<file path="src/rtl/tone_gen.sv">
// tone_gen: note-driven tone generator feeding an N-bit PWM DAC.
// Notes (frequency word, duration in frames, waveform) arrive over a
// valid/ready handshake. A phase accumulator produces square, saw or triangle
// samples. The sample register only changes on PWM frame boundaries
// (one frame = 2^N clocks), so the DAC never sees a mid-period change.
// Optional feature macro: TONE_GEN_ENVELOPE_EN (decaying amplitude envelope).
module tone_gen #(
  parameter int N            = 8,
  parameter int PHASE_W      = 16,
  parameter int DUR_W        = 12,
  parameter int DECAY_FRAMES = 16
) (
  input  logic               clk,
  input  logic               reset,
  input  logic               note_valid,
  output logic               note_ready,
  input  logic [PHASE_W-1:0] note_freq,
  input  logic [DUR_W-1:0]   note_dur,
  input  logic [1:0]         note_wave,
  input  logic               stop,
  output logic [N-1:0]       sample,
  output logic               busy,
  output logic               note_done
);

  localparam logic [N-1:0] MID = {1'b1, {(N-1){1'b0}}};

  typedef enum logic [1:0] {
    ST_IDLE  = 2'd0,
    ST_ARMED = 2'd1,
    ST_PLAY  = 2'd2
  } state_e;

  state_e             state_q, state_d;
  logic [N-1:0]       frame_ctr_q;
  logic               frame_tick_s;
  logic [PHASE_W-1:0] phase_q, phase_d;
  logic [PHASE_W-1:0] freq_q, freq_d;
  logic [1:0]         wave_q, wave_d;
  logic [DUR_W-1:0]   rem_q, rem_d;
  logic [N-1:0]       sample_q, sample_d;
  logic               ready_q, ready_d;
  logic               busy_q, busy_d;
  logic               done_q, done_d;
  logic [N-1:0]       wave_s;

  // Parameter sets the datapath cannot represent elaborate this marker block.
  if (PHASE_W < N || DECAY_FRAMES < 1 || N < 2) begin : g_bad_params
  end

  // Waveform lookup from the top N phase bits.
  function automatic logic [N-1:0] wave_fn(input logic [1:0] wave,
                                           input logic [PHASE_W-1:0] ph);
    logic [N-1:0] p;
    logic [N-1:0] tri_v;
    p     = ph[PHASE_W-1 -: N];
    tri_v = {p[N-2:0], 1'b0};
    case (wave)
      2'b00:   wave_fn = p[N-1] ? {N{1'b1}} : {N{1'b0}};
      2'b01:   wave_fn = p;
      2'b10:   wave_fn = p[N-1] ? ~tri_v : tri_v;
      default: wave_fn = MID;
    endcase
  endfunction

`ifdef TONE_GEN_ENVELOPE_EN
  localparam int AW = $clog2(N);
  localparam int DW = $clog2(DECAY_FRAMES + 1);

  logic [AW-1:0] atten_q, atten_d;
  logic [DW-1:0] decay_q, decay_d;
  logic [DW-1:0] decay_inc_s;

  // Arithmetic shift of the signed excursion around MID.
  function automatic logic [N-1:0] env_scale(input logic [N-1:0] w,
                                             input logic [AW-1:0] sh);
    logic signed [N:0] diff;
    diff = $signed({1'b0, w}) - $signed({1'b0, MID});
    diff = diff >>> sh;
    return MID + diff[N-1:0];
  endfunction

  assign decay_inc_s = decay_q + DW'(1);
`endif

  assign frame_tick_s = &frame_ctr_q;
  assign wave_s       = wave_fn(wave_q, phase_q);

  assign note_ready = ready_q;
  assign busy       = busy_q;
  assign note_done  = done_q;
  assign sample     = sample_q;

  // Next-state logic: handshake, frame-aligned sample updates, note end/stop.
  always_comb begin
    state_d  = state_q;
    phase_d  = phase_q;
    freq_d   = freq_q;
    wave_d   = wave_q;
    rem_d    = rem_q;
    sample_d = sample_q;
    done_d   = 1'b0;
`ifdef TONE_GEN_ENVELOPE_EN
    atten_d  = atten_q;
    decay_d  = decay_q;
`endif
    case (state_q)
      ST_IDLE: begin
        sample_d = MID;
        if (note_valid && ready_q) begin
          freq_d  = note_freq;
          rem_d   = note_dur;
          wave_d  = note_wave;
          phase_d = {PHASE_W{1'b0}};
          if (note_dur != {DUR_W{1'b0}}) begin
            state_d = ST_ARMED;
          end else begin
            state_d = ST_IDLE;
          end
        end else begin
          state_d = ST_IDLE;
        end
      end
      ST_ARMED: begin
        if (frame_tick_s && stop) begin
          sample_d = MID;
          done_d   = 1'b1;
          state_d  = ST_IDLE;
        end else if (frame_tick_s) begin
          // phase_q is zero here (cleared on accept), so wave_s is W(0)
          sample_d = wave_s;
          phase_d  = freq_q;
          rem_d    = rem_q - DUR_W'(1);
          state_d  = ST_PLAY;
`ifdef TONE_GEN_ENVELOPE_EN
          atten_d  = {AW{1'b0}};
          decay_d  = {DW{1'b0}};
`endif
        end else begin
          state_d = ST_ARMED;
        end
      end
      ST_PLAY: begin
        if (frame_tick_s && (stop || rem_q == {DUR_W{1'b0}})) begin
          sample_d = MID;
          done_d   = 1'b1;
          state_d  = ST_IDLE;
        end else if (frame_tick_s) begin
`ifdef TONE_GEN_ENVELOPE_EN
          if (decay_inc_s == DW'(DECAY_FRAMES)) begin
            decay_d = {DW{1'b0}};
            if (atten_q != AW'(N - 1)) begin
              atten_d = atten_q + AW'(1);
            end else begin
              atten_d = atten_q;
            end
          end else begin
            decay_d = decay_inc_s;
            atten_d = atten_q;
          end
          sample_d = env_scale(wave_s, atten_d);
`else
          sample_d = wave_s;
`endif
          phase_d = phase_q + freq_q;
          rem_d   = rem_q - DUR_W'(1);
          state_d = ST_PLAY;
        end else begin
          state_d = ST_PLAY;
        end
      end
      default: begin
        sample_d = MID;
        state_d  = ST_IDLE;
      end
    endcase
    ready_d = (state_d == ST_IDLE);
    busy_d  = (state_d != ST_IDLE);
  end

  // State and output registers; frame counter free-runs aligned with the DAC.
  always_ff @(posedge clk or negedge reset) begin
    if (!reset) begin
      state_q     <= ST_IDLE;
      frame_ctr_q <= {N{1'b0}};
      phase_q     <= {PHASE_W{1'b0}};
      freq_q      <= {PHASE_W{1'b0}};
      wave_q      <= 2'b00;
      rem_q       <= {DUR_W{1'b0}};
      sample_q    <= MID;
      ready_q     <= 1'b0;
      busy_q      <= 1'b0;
      done_q      <= 1'b0;
`ifdef TONE_GEN_ENVELOPE_EN
      atten_q     <= {AW{1'b0}};
      decay_q     <= {DW{1'b0}};
`endif
    end else begin
      state_q     <= state_d;
      frame_ctr_q <= frame_ctr_q + N'(1);
      phase_q     <= phase_d;
      freq_q      <= freq_d;
      wave_q      <= wave_d;
      rem_q       <= rem_d;
      sample_q    <= sample_d;
      ready_q     <= ready_d;
      busy_q      <= busy_d;
      done_q      <= done_d;
`ifdef TONE_GEN_ENVELOPE_EN
      atten_q     <= atten_d;
      decay_q     <= decay_d;
`endif
    end
  end

endmodule

</file>
<file path="config.mk">
export PLATFORM = sky130hd
export DESIGN_NAME = tone_gen
export DESIGN_NICKNAME = d
export VERILOG_FILES = /design/src/rtl/tone_gen.sv
export SDC_FILE = /design/constraint.sdc
export NUM_CORES = 1
export LEC_CHECK = 0
export CAP_MARGIN = 20
export CELL_PAD_IN_SITES_DETAIL_PLACEMENT = 2
export CELL_PAD_IN_SITES_GLOBAL_PLACEMENT = 2
export CORE_MARGIN = 2
export CORE_UTILIZATION = 35
export CTS_CLUSTER_SIZE = 40
export DETAILED_ROUTE_END_ITERATION = 10
export PLACE_DENSITY_LB_ADDON = 0.1
export SYNTH_ARGS = -nofsm -noshare
export SYNTH_HDL_FRONTEND = slang
export SYNTH_SLANG_ARGS = --single-unit
</file>
<file path="constraint.sdc">
create_clock -name clk -period 2.75 [get_ports clk]
set_input_delay 0.4125 -clock clk [delete_from_list [all_inputs] [get_ports clk]]
set_output_delay 0.4125 -clock clk [all_outputs]
set_load 0.02 [all_outputs]
</file>
==> results by stage, run 1 <==
Timing:
- The worst relative slew slack is 60.1%.
- The number of hold violations in the final report came to 0.
- Summed over all failing endpoints, the final setup total negative slack is 0 ns.
- Setup repair after global routing left no endpoint under its margin.
- The worst path uses around nine tenths of the clock period.
- Derived from the worst setup path, the maximum achievable clock frequency is 395 MHz.
- The clock arrives with 0.00664 ns of skew.
- Setup violations remaining at the end of the flow were counted as 0.
- For the pin with the worst max-slew slack, the measured transition is 0.594 ns.
- Once routing completed, OpenROAD measured the worst setup slack at ~0.22 ns.
- The number of max-slew violations in the final report is 0.
- Counting I/O delays and the setup requirement, the final critical path takes 2.53 ns.

Clock tree:
- In this run the clock root is driven by a sky130_fd_sc_hd__clkbuf_16.
- The clock-pin slew on the worst setup and hold paths is 0.06 ns.
- The number of buffers on the longest clock path is 2.
- The clock tree from TritonCTS is built.
- The clock sink total is 67.
- The total number of H-tree levels is 3.
- After clock tree synthesis, the flow added hold-fix buffers numbering 0.
- The clock reaches the later pin of the worst-skew pair after 0.34 ns.
- The total of cells resized after clock tree synthesis is 0.
- The TritonCTS buffer count is 9.
- The buffer count from post-CTS setup fixing is 0.

Detailed routing:
- For this block, the via count after detailed routing is 3675.
- The first-pass iteration count of the detailed router is 4.
- In this run the remaining antenna-violating nets after routing total 0.
- The count of unresolved DRC violations after routing is 0.
- The average wire per standard cell is 20.2 µm.
- The total wirelength of the detailed-routed design is 12900 µm.
- The first routing iteration left 126 violations.
- The post-detailed-route via-to-cell ratio is 5.77.

Place:
- The number of cells in the design after placement is 621.
- Detailed placement ended at an HPWL of 9500 µm.
- After detailed placement, the total cell area comes to 0.00470 mm².
- At the placement stage, the worst setup path has a slack of roughly 0.14 ns.
- Routability-driven placement finished with a final weighted congestion of 0.811.
- The count of input and output buffers is 44.

Critical path:
- The worst endpoint required time is 2.96 ns.
- The sort of element at the start of the critical path is a flip-flop.
- The critical path is of the flip-flop to flip-flop type.
- The biggest cell delay along the critical path is between 0.4 and 0.5 ns.
- The worst setup path is captured at a flip-flop.
- The worst endpoint data arrival time is 2.73 ns.
- Walking the worst path, the cells encountered are ha_1, a21oi_1, o221ai_1, a31oi_1, o31ai_2, mux2i_1, a311oi_1, o41ai_1.
- Among all stages on the critical path, the largest delay is contributed by sky130_fd_sc_hd__dfrtp_1.
- Of all nets on the critical path, the largest fanout is 6.

Cells and area:
- The signed area change from the synthesized netlist to the final layout is 22.1%.
- 0 antenna diodes ended up in the layout.
- The filler cell count in the final layout is ~1200.
- After routing the design area is 0.00497 mm².
- The share of layout cells above drive strength 1 is 10.7%.
- The final standard cell count with taps included and fillers excluded is about 640.
- The number of nets in the layout is 546.

Run:
- Across the run, the number of max-cap violations was 0.

Logic synthesis:
- The sequential element share of the synthesized area is 41.2%.
- After synthesis the cells add up to approximately 0.004 mm².
- The net count of the mapped netlist is 497.
- The number of synthesized flops with an enable pin is 0.
- The most used flip-flop cell after synthesis is sky130_fd_sc_hd__dfrtp_1.
- The synthesis warning total is 0.
- The async set-reset flop share out of synthesis is 100%.
- A synthesized cell averages 9.25 µm².
- The count of different cell masters after synthesis is 60.
- The synthesized netlist cell count is 440.
- The count of state elements after synthesis is 67.

Pwr:
- The ratio of total power to cell area is 1010 mW/mm².
- In this run the static leakage power is 2.08 nW.
- The design draws 5.02 mW.
- IR analysis of the VDD net gives a maximum drop of 508 µV.

Die:
- From bottom edge to top edge, the die measures ~110 µm.
- The number of placement rows is 39.
- In this run the horizontal extent of the chip is about 110 µm.
- The area of the die is roughly 0.013 mm².
- Once the floorplan was initialized, standard cells occupied a little over a third of the core.
- In this run the standard cell core region covers between 0.01 and 0.015 mm².
- The number of top-level pins is 45.

GRT:
- The number of global-route vias before repair is 4109.
- For this run the aggregate overflow at the end of global routing stands at 0.
- Global routing consumed, over all layers together, 21.9% of the routing resources.
- The pin count of the biggest net entering global routing is 30.
- The first-pass GRT wire length is 21800 µm.
- The number of antenna violations at the first check in global routing is 0.

Hold path:
- The tightest min-delay check is of the input port to async pin type.

Status:
- The flow ran to the end, and the final reports show no timing, DRC or antenna violations.
[synthesized netlist by cell type, drive strengths merged (2+ instances only)]
cell type / n / area [µm²]
nand4: 6 / 37.5
nand3: 23 / 120
a21oi: 29 / 145
xnor2: 12 / 105
inv: 19 / 71.3
nor4: 9 / 62.6
nor3: 13 / 70.1
a211oi: 4 / 30.0
mux2i: 3 / 30.0
o31a: 2 / 17.5
o41ai: 2 / 17.5
mux2: 18 / 203
a22oi: 4 / 30.0
a221oi: 3 / 26.3
dfrtp: 66 / 1650
nand2b: 2 / 12.5
o22ai: 9 / 56.3
ha: 22 / 275
clkbuf: 10 / 37.5
a21boi: 2 / 15.0
buf: 8 / 51.3
nand2: 45 / 169
xor2: 6 / 52.6
nor2: 31 / 119
or4: 2 / 15.0
a221o: 7 / 70.1
a21o: 5 / 37.5
o211ai: 5 / 37.5
a22o: 4 / 35.0
o21ai: 36 / 180
a31oi: 6 / 37.5
o21a: 4 / 30.0
o221ai: 4 / 35.0
[per-layer routing]
| metal | vias to the layer above | GRT usage, % | routed length, µm |
|---|---|---|---|
| li1 | 1733 | - | - |
| met2 | 39 | 38.8 | 6590 |
| met4 | 0 | 4.94 | 157 |
| met3 | 14 | 5.55 | 377 |
| met5 | - | 0 | 0 |
| met1 | 1889 | 26.8 | 5770 |
[kinds of logic after synthesis]
| family | after synthesis | synth area share, % |
|---|---|---|
| flops | 67 | 41.2 |
| fa+ha+maj | 23 | 7.26 |
| mux | 21 | 5.72 |
| simple gates | 139 | 16.4 |
| xor+xnor | 18 | 3.87 |
| compound gates | 134 | 21.5 |
| buf+inv | 38 | 4.03 |
[critical path, delay by kind of cell (launching register included)]
family / cells / cell delay, ns
compound gates: 6 / 1.37
fa+ha+maj: 1 / 0.41
flops: 1 / 0.46
mux: 1 / 0.15
[metrics by stage]
step / hold slack, ns / utilization, %
2_1_floorplan: 0.117 / -
3_3_place_gp: 0.445 / 41.4
3_5_place_dp: 0.466 / 41.4
4_1_cts: 0.0942 / 43.6
5_1_grt: 0.120 / 43.7
6_report: 0.0704 / 43.7
[cell type report]
class | count | area, µm² | area share [%]
Clock buffer | 13 | 240 | 4.84
Timing Repair Buffer | 56 | 538 | 10.8
Multi-Input combinational cell | 335 | 2240 | 45.1
Sequential cell | 67 | 1680 | 33.8
Clock inverter | 3 | 17.5 | 0.353
Tap cell | 143 | 179 | 3.60
Inverter | 20 | 75.1 | 1.51
[cell usage in the layout, fill, tap and decap left out, drive strengths merged, types with 2 or more instances in the layout]
cell           synthesis  routed
o22ai                  9       9
a21oi                 29      29
a22o                   4       4
a22oi                  4       4
or4                    2       2
nand3                 23      23
dfrtp                 66      66
nor3                  13      13
nor2                  31      31
a221o                  7       7
a211oi                 4       4
clkbuf                10      13
mux2i                  3       3
mux2                  18      18
ha                    22      22
o21a                   4       4
buf                    8      13
xnor2                 12      12
o211ai                 5       5
a21boi                 2       2
o221ai                 4       4
clkdlybuf4s50          0      43
nand2b                 2       2
nand4                  6       6
inv                   19      19
o31a                   2       2
o21ai                 36      36
a31oi                  6       6
nor4                   9       9
a221oi                 3       3
nand2                 45      45
o41ai                  2       2
a21o                   5       5
clkinv                 1       3
xor2                   6       6
[flip-flops by register name, summed over array words and instances, names as in the netlist]
register	cells
freq_q	16
phase_q	16
rem_q	12
frame_ctr_q	8
sample	8
state_q	2
wave_q	2
busy	1
note_done	1
note_ready	1
[power by group]
group          leakage [nW]  internal, mW  switching, mW  total [mW]
Sequential            0.825          1.33          0.415        1.74
Clock                 0.124         0.608          0.426        1.03
Combinational          1.13         0.978           1.27        2.24
[worst paths after layout]
| kind | slack [ns] | startpoint | depth (start not counted) | endpoint |
|---|---|---|---|---|
| worst min-delay path | 0.07 | reset | 1 | phase_q[6] |
| worst max-delay path | 0.22 | phase_q[10] | 8 | phase_q[15] |
| worst min register to register | 0.47 | frame_ctr_q[0] | 1 | frame_ctr_q[0] |
| max in group asynchronous | 1.86 | reset | 2 | frame_ctr_q[5] |
| worst max register to register | 0.22 | phase_q[10] | 8 | phase_q[15] |
| min in group clk | 0.47 | frame_ctr_q[0] | 1 | frame_ctr_q[0] |
Note: power is estimated with default switching activity, not from simulation.
==> inputs of run 2 (changes only) <==
--- a/config.mk
+++ b/config.mk
@@ -12,7 +12,8 @@
 export CORE_UTILIZATION = 35
 export CTS_CLUSTER_SIZE = 40
 export DETAILED_ROUTE_END_ITERATION = 10
-export PLACE_DENSITY_LB_ADDON = 0.1
+export GPL_TIMING_DRIVEN = 1
+export PLACE_DENSITY_LB_ADDON = 0.3
 export SYNTH_ARGS = -nofsm -noshare
 export SYNTH_HDL_FRONTEND = slang
 export SYNTH_SLANG_ARGS = --single-unit
==> run 2 against run 1 <==
  * Utilization is 0.76 points higher
  * Final cell count increased by 0.31%
  * Routed wire length increased by 2.5%
  * Cell area grew 1.7%
  * Global-route usage rose by 0.53 points
  * Via count rose by 1.5%
  * Power up 5.0%
  * Largest cell class unchanged
==> results by stage, run 2 (synthesis results as in run 1) <==
Status:
- Status: finished clean (unchanged).

Die:
- The horizontal extent of the die was 112 µm (unchanged).
- The number of placement rows is 39 (unchanged).
- The area of the die was 0.0125 mm² (unchanged).
- The initial cell density of the core is 35.8% (unchanged).
- The vertical die dimension is 112 µm (unchanged).
- The number of top-level pins is 45 (unchanged).
- The area of the core region is 0.0114 mm² (unchanged).

Clock tree:
- The clock latency of the later-clocked register in the worst-skew pair came to 0.34 ns (about the same).
- The clock-pin slew on the worst setup and hold paths is 0.05 ns (was 0.06 ns).
- The TritonCTS buffer count came to 9 (unchanged).
- The buffer count from post-CTS setup fixing is 0 (unchanged).
- The library cell used as clock root buffer was sky130_fd_sc_hd__clkbuf_16 (unchanged).
- The clock tree from TritonCTS is built (unchanged).
- The total number of H-tree levels came to 3 (unchanged).
- The clock sink total was 67 (unchanged).
- The number of buffers on the longest clock path was 2 (unchanged).

Detailed routing:
- The total wirelength of the detailed-routed design was 13200 µm (was 12900 µm).
- The average wire per standard cell is 20.7 µm (was 20.2 µm).
- The routed metal-1 wirelength was 5900 µm (was 5770 µm).
- The sum of met2 wire segment lengths after detailed routing is 6650 µm (was 6590 µm).
- The first-pass iteration count of the detailed router is 4 (unchanged).
- The remaining antenna violation count is 0 (unchanged).
- The total vias in the final route is 3730 (was 3675).
- The uppermost metal layer occupied by signal nets is met4 (unchanged).
- The post-detailed-route via-to-cell ratio is 5.84 (was 5.77).
- The count of unresolved DRC violations after routing is 0 (unchanged).
- The DRC marker count from the first detailed-route iteration is 119 (was 126).
- The length of routed met3 wiring is 365 µm (was 377 µm).

Critical path:
- The number of buffer and inverter stages on the critical path is 1 (was 0).
- The register-to-register setup slack is 0.20 ns (was 0.22 ns).
- The worst endpoint data arrival time came to 2.77 ns (was 2.73 ns).
- The kind of cell adding the most delay to the critical path is compound AO/OA/AOI/OAI gates (unchanged).
- The depth of the worst register-to-register path came to 10 (was 8).
- The worst endpoint required time came to 2.97 ns (was 2.96 ns).
- The number of stages on the worst setup path is 10 (was 8).
- List of cells traversed by the critical path: ha_1, inv_1, fa_1, nor2b_1, o21ai_1, a21oi_2, o211ai_1, and3b_1, o31a_1, o21ai_0 (was ha_1, a21oi_1, o221ai_1, a31oi_1, o31ai_2, mux2i_1, a311oi_1, o41ai_1).
- The endpoint of the worst register-to-register path is phase_q[10] (was phase_q[15]).
- The critical path endpoint category is a flip-flop (unchanged).
- The start point of the critical path is freq_q[0] (was phase_q[10]).
- The biggest cell delay along the critical path is 0.40 ns (was 0.46 ns).
- The destination of the critical timing path is phase_q[10] (was phase_q[15]).
- The type of the worst setup path was flip-flop to flip-flop (unchanged).
- The sort of element at the start of the critical path is a flip-flop (unchanged).
- The reg-to-reg critical path startpoint is freq_q[0] (was phase_q[10]).
- The critical-path cell with the highest stage delay was sky130_fd_sc_hd__fa_1 (was sky130_fd_sc_hd__dfrtp_1).
- The biggest fanout along the worst timing path came to 3 (was 6).

Pwr:
- The leakage power total is 2.12 nW (was 2.08 nW).
- The maximum resistive drop on vdd was 442 µV (was 508 µV).
- The ratio of total power to cell area is 1040 mW/mm² (was 1010 mW/mm²).

GRT:
- The pin count of the biggest net entering global routing was 68 (was 30).
- The global-route total usage across every layer is 22.4% (was 21.9%).
- The first-pass GRT wire length is 22300 µm (was 21800 µm).
- The total global routing overflow came to 0 (unchanged).
- The number of global-route vias before repair is 4156 (was 4109).
- The number of antenna violations at the first check in global routing came to 0 (unchanged).

Cells and area:
- The end-of-flow core utilization is 44.5% (was 43.7%).
- Largest registers in the final layout: freq_q x16, phase_q x16, rem_q x12 (unchanged).
- The most frequent standard cell in the layout excluding fill and tap cells is sky130_fd_sc_hd__dfrtp_1 (unchanged).
- The share of layout cells above drive strength 1 is 11.9% (was 10.7%).
- The number of nets in the layout came to 548 (was 546).
- The number of diodes added for antenna fixing is 0 (unchanged).
- The signed area change from the synthesized netlist to the final layout is 24.2% (was 22.1%).
- Top library cells by usage in the layout, fill and taps aside: sky130_fd_sc_hd__dfrtp_1, sky130_fd_sc_hd__nand2_1, sky130_fd_sc_hd__clkdlybuf4s50_1, sky130_fd_sc_hd__o21ai_0, sky130_fd_sc_hd__nor2_1 (unchanged).

Timing:
- RSZ-0062 raised after global routing: no (unchanged).
- The number of max-slew violations in the final report came to 0 (unchanged).
- The fmax is 392 MHz (was 395 MHz).
- The number of hold violations in the final report is 0 (unchanged).
- The actual transition at the worst max-transition pin is 0.505 ns (was 0.594 ns).
- The number of endpoints failing setup at the final stage is 0 (unchanged).
- The total negative slack for setup checks is 0 ns (unchanged).
- The worst clock skew is 0.0118 ns (was 0.00664 ns).
- The clock period minus final worst setup slack is 2.55 ns (was 2.53 ns).
- The post-route fraction of the period consumed by the critical path is 92.7% (was 92.0%).
- The worst relative slew slack is 66.2% (was 60.1%).

Place:
- The count of input and output buffers is 44 (unchanged).
- The HPWL reported at the end of detailed placement was 9260 µm (was 9500 µm).
- The routability congestion estimate from global placement came to 0.858 (was 0.811).

Run:
- The total of max-cap violations was 0 (unchanged).

Hold path:
- The path category of the worst min-delay check is input port to async pin (unchanged).
## run 2: cell types whose count changed in the layout (fill, tap and decap cells not counted), sizes merged
cell / previous run / this run
buf: 13 / 15
clkbuf: 13 / 15
clkinv: 3 / 1
bufinv: 0 / 1
clkinvlp: 1 / 0
## run 2: per-layer routing
metal | up-vias | track usage, %
met3 | 23 | 3.16
met5 | - | 0
met1 | 1912 | 29.0
li1 | 1729 | -
met2 | 66 | 38.1
met4 | 0 | 8.40
## run 2: per-stage QoR
stage | setup WS (ns) | hold WS [ns] | instances | instance area, µm² | power (mW)
6_report | 0.200 | 0.0889 | 639 | 5050 | 5.27
5_1_grt | 0.0104 | 0.119 | 639 | 5050 | 5.68
3_3_place_gp | 0.214 | 0.458 | 623 | 4720 | 3.84
2_1_floorplan | 0.556 | 0.117 | 440 | 4070 | 3.26
3_5_place_dp | 0.116 | 0.471 | 623 | 4720 | 3.99
4_1_cts | 0.0937 | 0.113 | 639 | 5040 | 5.30
## run 2: what timing repair did
item,in CTS,in global routing
gates resized for setup,0,4
setup endpoints to repair,0,15
hold buffers,0,0
## run 2: worst min-delay path by stage
stage	startpoint	to	slack (ns)	cells past startpoint
2_1_floorplan	reset	busy	0.12	0
3_3_place_gp	frame_ctr_q[0]	frame_ctr_q[0]	0.46	1
3_5_place_dp	reset	freq_q[10]	0.47	2
4_1_cts	reset	rem_q[5]	0.11	2
5_1_grt	reset	freq_q[10]	0.12	2
6_report	reset	freq_q[10]	0.09	2
## run 2: power by group
group | switching, mW | total [mW] | internal [mW] | leakage (nW)
logic | 1.31 | 2.30 | 0.987 | 1.14
registers | 0.414 | 1.74 | 1.33 | 0.825
clock network | 0.434 | 1.24 | 0.802 | 0.156
total | 2.16 | 5.27 | 3.12 | 2.12
## run 2: final cells by class
type / count / area (µm²)
Clock buffer: 15 / 288
Sequential cell: 67 / 1680
Fill cell: 1246 / 6310
Inverter: 20 / 75.1
Tap cell: 143 / 179
Multi-Input combinational cell: 335 / 2250
Timing Repair Buffer: 58 / 553
Clock inverter: 1 / 30.0
